### src/rtl/i2c_pkg.sv
// Shared definitions for the I2C target and the TFP410 configuration initiator.
package i2c_pkg;

   typedef enum logic [3:0] {
      IDLE,
      ADDR,
      ADDR_ACK,
      PTR,
      PTR_ACK,
      WRITE,
      WRITE_ACK,
      READ,
      READ_ACK,
      IGNORE
   } i2c_state_e;

   localparam logic I2C_RW_READ = 1'b1;
   localparam logic I2C_ACK     = 1'b0;

endpackage

### src/rtl/i2c_line_filter.sv
// SCL/SDA conditioning: two-flop synchronizer, FILTER_LEN glitch filter, and
// edge / START / STOP detection on the filtered levels.
module i2c_line_filter #(
   parameter int FILTER_LEN = 3
) (
   input  logic clock,
   input  logic reset_n,
   input  logic scl_in,
   input  logic sda_in,
   output logic sda,
   output logic scl_rise,
   output logic scl_fall,
   output logic start,
   output logic stop
);

   localparam int CW = (FILTER_LEN > 1) ? $clog2(FILTER_LEN) : 1;
   localparam logic [CW-1:0] CNT_LOAD = CW'(FILTER_LEN - 1);

   logic [1:0]    scl_sync_q, scl_sync_d, sda_sync_q, sda_sync_d;
   logic          scl_f_q, scl_f_d, sda_f_q, sda_f_d;
   logic          scl_p_q, sda_p_q;
   logic [CW-1:0] scl_cnt_q, scl_cnt_d, sda_cnt_q, sda_cnt_d;

   // A level flips only after FILTER_LEN consecutive samples disagree with it.
   always_comb begin
      scl_sync_d = {scl_sync_q[0], scl_in};
      sda_sync_d = {sda_sync_q[0], sda_in};
      scl_f_d    = scl_f_q;
      sda_f_d    = sda_f_q;
      scl_cnt_d  = CNT_LOAD;
      sda_cnt_d  = CNT_LOAD;
      if (scl_sync_q[1] != scl_f_q) begin
         if (scl_cnt_q == '0) scl_f_d = scl_sync_q[1];
         else                 scl_cnt_d = scl_cnt_q - 1'b1;
      end
      if (sda_sync_q[1] != sda_f_q) begin
         if (sda_cnt_q == '0) sda_f_d = sda_sync_q[1];
         else                 sda_cnt_d = sda_cnt_q - 1'b1;
      end
   end

   // Reset to the idle-high bus so release of reset never looks like an edge.
   always_ff @(posedge clock or negedge reset_n) begin
      if (!reset_n) begin
         scl_sync_q <= 2'b11;
         sda_sync_q <= 2'b11;
         scl_f_q    <= 1'b1;
         sda_f_q    <= 1'b1;
         scl_p_q    <= 1'b1;
         sda_p_q    <= 1'b1;
         scl_cnt_q  <= CNT_LOAD;
         sda_cnt_q  <= CNT_LOAD;
      end else begin
         scl_sync_q <= scl_sync_d;
         sda_sync_q <= sda_sync_d;
         scl_f_q    <= scl_f_d;
         sda_f_q    <= sda_f_d;
         scl_p_q    <= scl_f_q;
         sda_p_q    <= sda_f_q;
         scl_cnt_q  <= scl_cnt_d;
         sda_cnt_q  <= sda_cnt_d;
      end
   end

   assign sda      = sda_f_q;
   assign scl_rise = scl_f_q & ~scl_p_q;
   assign scl_fall = ~scl_f_q & scl_p_q;
   assign start    = scl_f_q & scl_p_q & sda_p_q & ~sda_f_q;
   assign stop     = scl_f_q & scl_p_q & ~sda_p_q & sda_f_q;

endmodule

### src/rtl/i2c_target_regs.sv
// I2C target with a small register file: pointer write, data writes and
// sequential reads, with the registers exposed as a flat bus.
//
// state     | meaning
// IDLE      | bus ignored until START
// ADDR      | shifting in address + R/W
// ADDR_ACK  | driving ACK for our address
// PTR       | shifting in register pointer
// PTR_ACK   | driving ACK for pointer byte
// WRITE     | shifting in a data byte
// WRITE_ACK | byte committed, driving ACK
// READ      | driving 8 data bits from regs[pointer]
// READ_ACK  | sampling initiator ACK/NACK
// IGNORE    | not addressed or read ended, wait for START/STOP
module i2c_target_regs
   import i2c_pkg::*;
#(
   parameter logic [6:0] I2C_ADDR   = 7'h38,
   parameter int         REG_COUNT  = 16,
   parameter int         FILTER_LEN = 3,
   localparam int        PW         = (REG_COUNT > 1) ? $clog2(REG_COUNT) : 1
) (
   input  logic                   clock,
   input  logic                   reset_n,
   input  logic                   scl_in,
   input  logic                   sda_in,
   output logic                   sda_oe,
   output logic [REG_COUNT*8-1:0] regs,
   output logic                   wr_strobe,
   output logic [PW-1:0]          wr_index,
   output logic                   busy
);

   logic sda_f, scl_rise, scl_fall, start, stop;

   i2c_line_filter #(.FILTER_LEN(FILTER_LEN)) u_filter (
      .clock    (clock),
      .reset_n  (reset_n),
      .scl_in   (scl_in),
      .sda_in   (sda_in),
      .sda      (sda_f),
      .scl_rise (scl_rise),
      .scl_fall (scl_fall),
      .start    (start),
      .stop     (stop)
   );

   i2c_state_e             state_q, state_d;
   logic [3:0]             bit_cnt_q, bit_cnt_d;
   logic [7:0]             shift_q, shift_d;
   logic                   ack_q, ack_d;
   logic [PW-1:0]          ptr_q, ptr_d;
   logic [REG_COUNT*8-1:0] regs_q, regs_d;
   logic                   oe_q, oe_d;
   logic                   busy_q, busy_d;
   logic                   wr_strobe_q, wr_strobe_d;
   logic [PW-1:0]          wr_index_q, wr_index_d;

   logic [7:0]    byte_in, rd_byte;
   logic [PW-1:0] ptr_inc;

   assign byte_in = {shift_q[6:0], sda_f};
   assign rd_byte = regs_q[{ptr_q, 3'b000} +: 8];
   assign ptr_inc = (ptr_q == PW'(REG_COUNT - 1)) ? '0 : ptr_q + PW'(1);

   // ack_q marks that the ACK bit's SCL rise has been seen, so the next fall ends it.
   always_comb begin
      state_d     = state_q;
      bit_cnt_d   = bit_cnt_q;
      shift_d     = shift_q;
      ack_d       = ack_q;
      ptr_d       = ptr_q;
      regs_d      = regs_q;
      oe_d        = oe_q;
      busy_d      = busy_q;
      wr_strobe_d = 1'b0;
      wr_index_d  = wr_index_q;
      if (start) begin
         state_d   = ADDR;
         bit_cnt_d = '0;
         ack_d     = 1'b0;
         oe_d      = 1'b0;
         busy_d    = 1'b0;
      end else if (stop) begin
         state_d = IDLE;
         oe_d    = 1'b0;
         busy_d  = 1'b0;
      end else begin
         unique case (state_q)
            ADDR, PTR, WRITE: begin
               if (scl_rise) begin
                  shift_d   = byte_in;
                  bit_cnt_d = bit_cnt_q + 4'd1;
                  ack_d     = 1'b0;
                  if (bit_cnt_q == 4'd7) begin
                     if (state_q == ADDR) begin
                        if (byte_in[7:1] == I2C_ADDR) begin
                           state_d = ADDR_ACK;
                           busy_d  = 1'b1;
                        end else begin
                           state_d = IGNORE;
                        end
                     end else if (state_q == PTR) begin
                        ptr_d   = PW'(32'(byte_in) % REG_COUNT);
                        state_d = PTR_ACK;
                     end else begin
                        state_d = WRITE_ACK;
                     end
                  end
               end
            end
            ADDR_ACK, PTR_ACK, WRITE_ACK: begin
               if (scl_rise) begin
                  ack_d = 1'b1;
               end else if (scl_fall) begin
                  if (!ack_q) begin
                     oe_d = 1'b1;
                     if (state_q == WRITE_ACK) begin
                        regs_d[{ptr_q, 3'b000} +: 8] = shift_q;
                        wr_index_d  = ptr_q;
                        wr_strobe_d = 1'b1;
                        ptr_d       = ptr_inc;
                     end
                  end else begin
                     oe_d      = 1'b0;
                     ack_d     = 1'b0;
                     bit_cnt_d = '0;
                     if (state_q == ADDR_ACK && shift_q[0] == I2C_RW_READ) begin
                        state_d = READ;
                        shift_d = rd_byte;
                        oe_d    = ~rd_byte[7];
                        ptr_d   = ptr_inc;
                     end else if (state_q == ADDR_ACK) begin
                        state_d = PTR;
                     end else begin
                        state_d = WRITE;
                     end
                  end
               end
            end
            READ: begin
               if (scl_rise) begin
                  bit_cnt_d = bit_cnt_q + 4'd1;
               end else if (scl_fall) begin
                  if (bit_cnt_q == 4'd8) begin
                     oe_d    = 1'b0;
                     ack_d   = 1'b0;
                     state_d = READ_ACK;
                  end else begin
                     oe_d = ~shift_q[3'd7 - bit_cnt_q[2:0]];
                  end
               end
            end
            READ_ACK: begin
               if (scl_rise) begin
                  if (sda_f == I2C_ACK) ack_d = 1'b1;
                  else                  state_d = IGNORE;
               end else if (scl_fall && ack_q) begin
                  state_d   = READ;
                  bit_cnt_d = '0;
                  ack_d     = 1'b0;
                  shift_d   = rd_byte;
                  oe_d      = ~rd_byte[7];
                  ptr_d     = ptr_inc;
               end
            end
            default: ;
         endcase
      end
   end

   always_ff @(posedge clock or negedge reset_n) begin
      if (!reset_n) begin
         state_q     <= IDLE;
         bit_cnt_q   <= '0;
         shift_q     <= '0;
         ack_q       <= 1'b0;
         ptr_q       <= '0;
         regs_q      <= '0;
         oe_q        <= 1'b0;
         busy_q      <= 1'b0;
         wr_strobe_q <= 1'b0;
         wr_index_q  <= '0;
      end else begin
         state_q     <= state_d;
         bit_cnt_q   <= bit_cnt_d;
         shift_q     <= shift_d;
         ack_q       <= ack_d;
         ptr_q       <= ptr_d;
         regs_q      <= regs_d;
         oe_q        <= oe_d;
         busy_q      <= busy_d;
         wr_strobe_q <= wr_strobe_d;
         wr_index_q  <= wr_index_d;
      end
   end

   assign sda_oe    = oe_q;
   assign regs      = regs_q;
   assign wr_strobe = wr_strobe_q;
   assign wr_index  = wr_index_q;
   assign busy      = busy_q;

endmodule

### config.mk
export PLATFORM = sky130hd
export DESIGN_NAME = i2c_target_regs
export DESIGN_NICKNAME = d
export VERILOG_FILES = /design/src/rtl/i2c_pkg.sv /design/src/rtl/i2c_line_filter.sv /design/src/rtl/i2c_target_regs.sv
export SDC_FILE = /design/constraint.sdc
export NUM_CORES = 1
export LEC_CHECK = 0
export ABC_AREA = 1
export BUFFER_PORTS_ARGS = -buffer_cell sky130_fd_sc_hd__buf_2
export CAP_MARGIN = 40
export CORE_ASPECT_RATIO = 1.2
export CORE_MARGIN = 4
export CORE_UTILIZATION = 35
export DETAILED_ROUTE_END_ITERATION = 16
export GPL_ROUTABILITY_DRIVEN = 0
export MAX_ROUTING_LAYER = met4
export PLACE_DENSITY = 0.53
export SYNTH_ARGS = -nofsm -noshare
export SYNTH_HDL_FRONTEND = slang
export SYNTH_SLANG_ARGS = --single-unit
### constraint.sdc
create_clock -name clock -period 2.5 [get_ports clock]
set_input_delay 0.25 -clock clock [delete_from_list [all_inputs] [get_ports clock]]
set_output_delay 0.25 -clock clock [all_outputs]
set_load 0.02 [all_outputs]
==> reports/metrics.csv <==
metric,value,unit
dieArea,29650,µm²
placementRows,65,
tightest_slew,0.6402,ns
ant_nets,0,
regArea,4218,µm²
antenna_found_initial,1,
crit_type,reg2reg,
setup_viol,0,
routed_wl,35330,µm
yosys_register_bits,168,
cts-root-buf,clkbuf_16,
finalSetupTns,0,ns
syn_avg_cell_area,7.422,µm²
arrival,2.70,ns
htree_levels,4,
io_pins,139,
skew,0.01926,ns
final-hold-violation-count,0,
startpoint_type,flip-flop,
clockBufferDepth,2,
drv_slew,0,
via_count,9237,
crit_path_max_fanout,34,
layout_commonest_cell,nand2_1,
synth_area,9433,µm²
fill_cells,2704,
ys_warn_count,0,
yosysTopAreaCellShare,41.92,%
peakVddDrop,0.7425,mV
cts-buffers-inserted,17,
status,"complete, no violations",
viasPerCell,5.219,
drt_first_pass_iters,6,
cap_violations,0,
drc,0,
hold_class,in2async,
grt_pass1_vias,9078,
clockPowerShare,21.1,%
grt_usage,24.90,%
p_total,12660,µW
drtIter0Drc,942,
syn-instance-count,1271,
die_x,157.9,µm
syn_nets,1288,
numClockSinks,168,
drive_above_1_share,19.80,%
yosysTopAreaCell,dfrtp_1,
netSwitchingFraction,50.61,%
rsz0062_at_grt,yes,
final_nets,1438,
synth.area.top_cells,"dfrtp_1, nand2_1, o21ai_0",
core_region_area,26430,µm²
grt_max_degree,86,
dp_hpwl,27030,µm
clock_latency,0.45,ns
p_switching,6407,µW
ys_seq_area_share,44.70,%
leakagePower,0.005707,µW
min_period,2.347,ns
layout_common_cells,"nand2_1, dfrtp_1, o21ai_0",
final_util,43.08,%
die_h,187.8,µm
post-route-period-util,93.90,%
end_kind,flip-flop,
clk_pin_slew,0.08,ns
cts_resized,0,
pwr-share-comb,51.2,%
cellPowerDensity,1112,nW/µm²
wl_per_cell,19.96,µm
grt_pass1_wl,54240,µm
internal_power,6254,µW
grt_overflow,0,
ys_types,40,
start_util,35.69,%
cp.required,2.85,ns
multi_input_area,4367,µm²
rrSetupSlack,0.15,ns
port_buffers,138,
fmax,426.0,MHz
cts_tree,built,
seqPwrFrac,27.6,%
relSlewSlack,57.32,%
syn2layout_area_growth,20.72,%
power by group through the flow:
stage	Sequential (µW)	Combinational, µW	Clock (µW)
finish	3500	6490	2680
global route	3550	7090	2830
CTS	3490	6400	2700
detailed placement	3550	6370	0
global placement	3540	6340	0
floorplan	3530	4130	0
worst max-delay path: stages, from the launching register on:
cell and delay (ns):
dfrtp_2 0.43, inv_2 0.07, buf_4 0.32, nand2_1 0.12, nand2_1 0.11, nand2_4 0.17
inv_4 0.32, nand4_2 0.38, o21ai_0 0.31
worst paths after layout:
| check | endpoint | start | depth (start not counted) |
|---|---|---|---|
| worst max-delay path | regs[10]$_DFFE_PN0P_ | ptr_q[0]$_DFFE_PN0P_ | 8 |
| worst min-delay path | regs[88]$_DFFE_PN0P_ | reset_n | 2 |
| worst max register to register | regs[10]$_DFFE_PN0P_ | ptr_q[0]$_DFFE_PN0P_ | 8 |
| worst min register to register | u_filter.scl_sync_q[1]$_DFF_PN1_ | u_filter.scl_sync_q[0]$_DFF_PN1_ | 0 |
| max in group asynchronous | u_filter.sda$_DFFE_PN1P_ | reset_n | 3 |
| min in group clock | u_filter.scl_sync_q[1]$_DFF_PN1_ | u_filter.scl_sync_q[0]$_DFF_PN1_ | 0 |
logic make-up after synthesis:
family,Yosys count,share of synthesized area [%]
and+or+nand+nor,662,32.34
AOI/OAI and AO/OA,215,11.86
buffers and inverters,209,9.006
DFF,168,44.70
adders and majority gates,13,1.724
xor gates and xnor gates,4,0.3715
repair_timing:
item	4_1_cts	5_1_grt
setup buffers	0	4
hold buffers	3	0
hold endpoints to repair	50	0
endpoints found under the setup margin	0	39
synthesized netlist by cell type (all sizes together):
| library cell | instances |
|---|---|
| clkinv | 1 |
| nand2 | 342 |
| nor3 | 56 |
| xor2 | 1 |
| buf | 32 |
| o21ai | 183 |
| inv | 137 |
| or2 | 2 |
| xnor2 | 3 |
| o211ai | 11 |
| dfstp | 10 |
| a21boi | 4 |
| dfrtp | 158 |
| o2111ai | 1 |
| nor2 | 85 |
| clkbuf | 39 |
| a31oi | 1 |
| a21oi | 15 |
| nor4 | 2 |
| ha | 13 |
| nand4 | 41 |
| nand3 | 133 |
| nor3b | 1 |
flip-flops by register name (all words and copies together) (netlist names), 4 cells and up:
| register | cells |
|---|---|
| regs | 128 |
| wr_index | 4 |
| bit_cnt_q | 4 |
| state_q | 4 |
| shift_q | 8 |
| ptr_q | 4 |
final cells by class:
type	count	share of cell area (%)
Multi-Input combinational cell	894	38.35
Antenna cell	1	0.02198
Clock inverter	15	1.406
Inverter	138	4.593
Clock buffer	17	3.736
Sequential cell	168	37.04
Timing Repair Buffer	202	11.17
Tap cell	335	3.681
through the flow:
stage,instances,hold WS [ns],instance area [µm²],setup WS [ns]
after CTS,1765,0.3576,11300,0.1605
after floorplan,1271,-0.04559,9433,0.01120
after detailed placement,1730,0.2942,10690,0.1862
final,1770,0.3571,11390,0.1525
after global routing,1770,0.3664,11390,-0.08395
after global placement,1730,0.2968,10690,0.2465
per-layer routing:
layer | part of all wire [%] | global-route usage, % | wire length, µm
met5 | 0 | - | 0
met4 | 3.9 | 9.467 | 1367
met3 | 5.9 | 3.901 | 2078
met2 | 49 | 40.71 | 17340
met1 | 41 | 30.91 | 14530
Power figures use the tool's default switching activity.
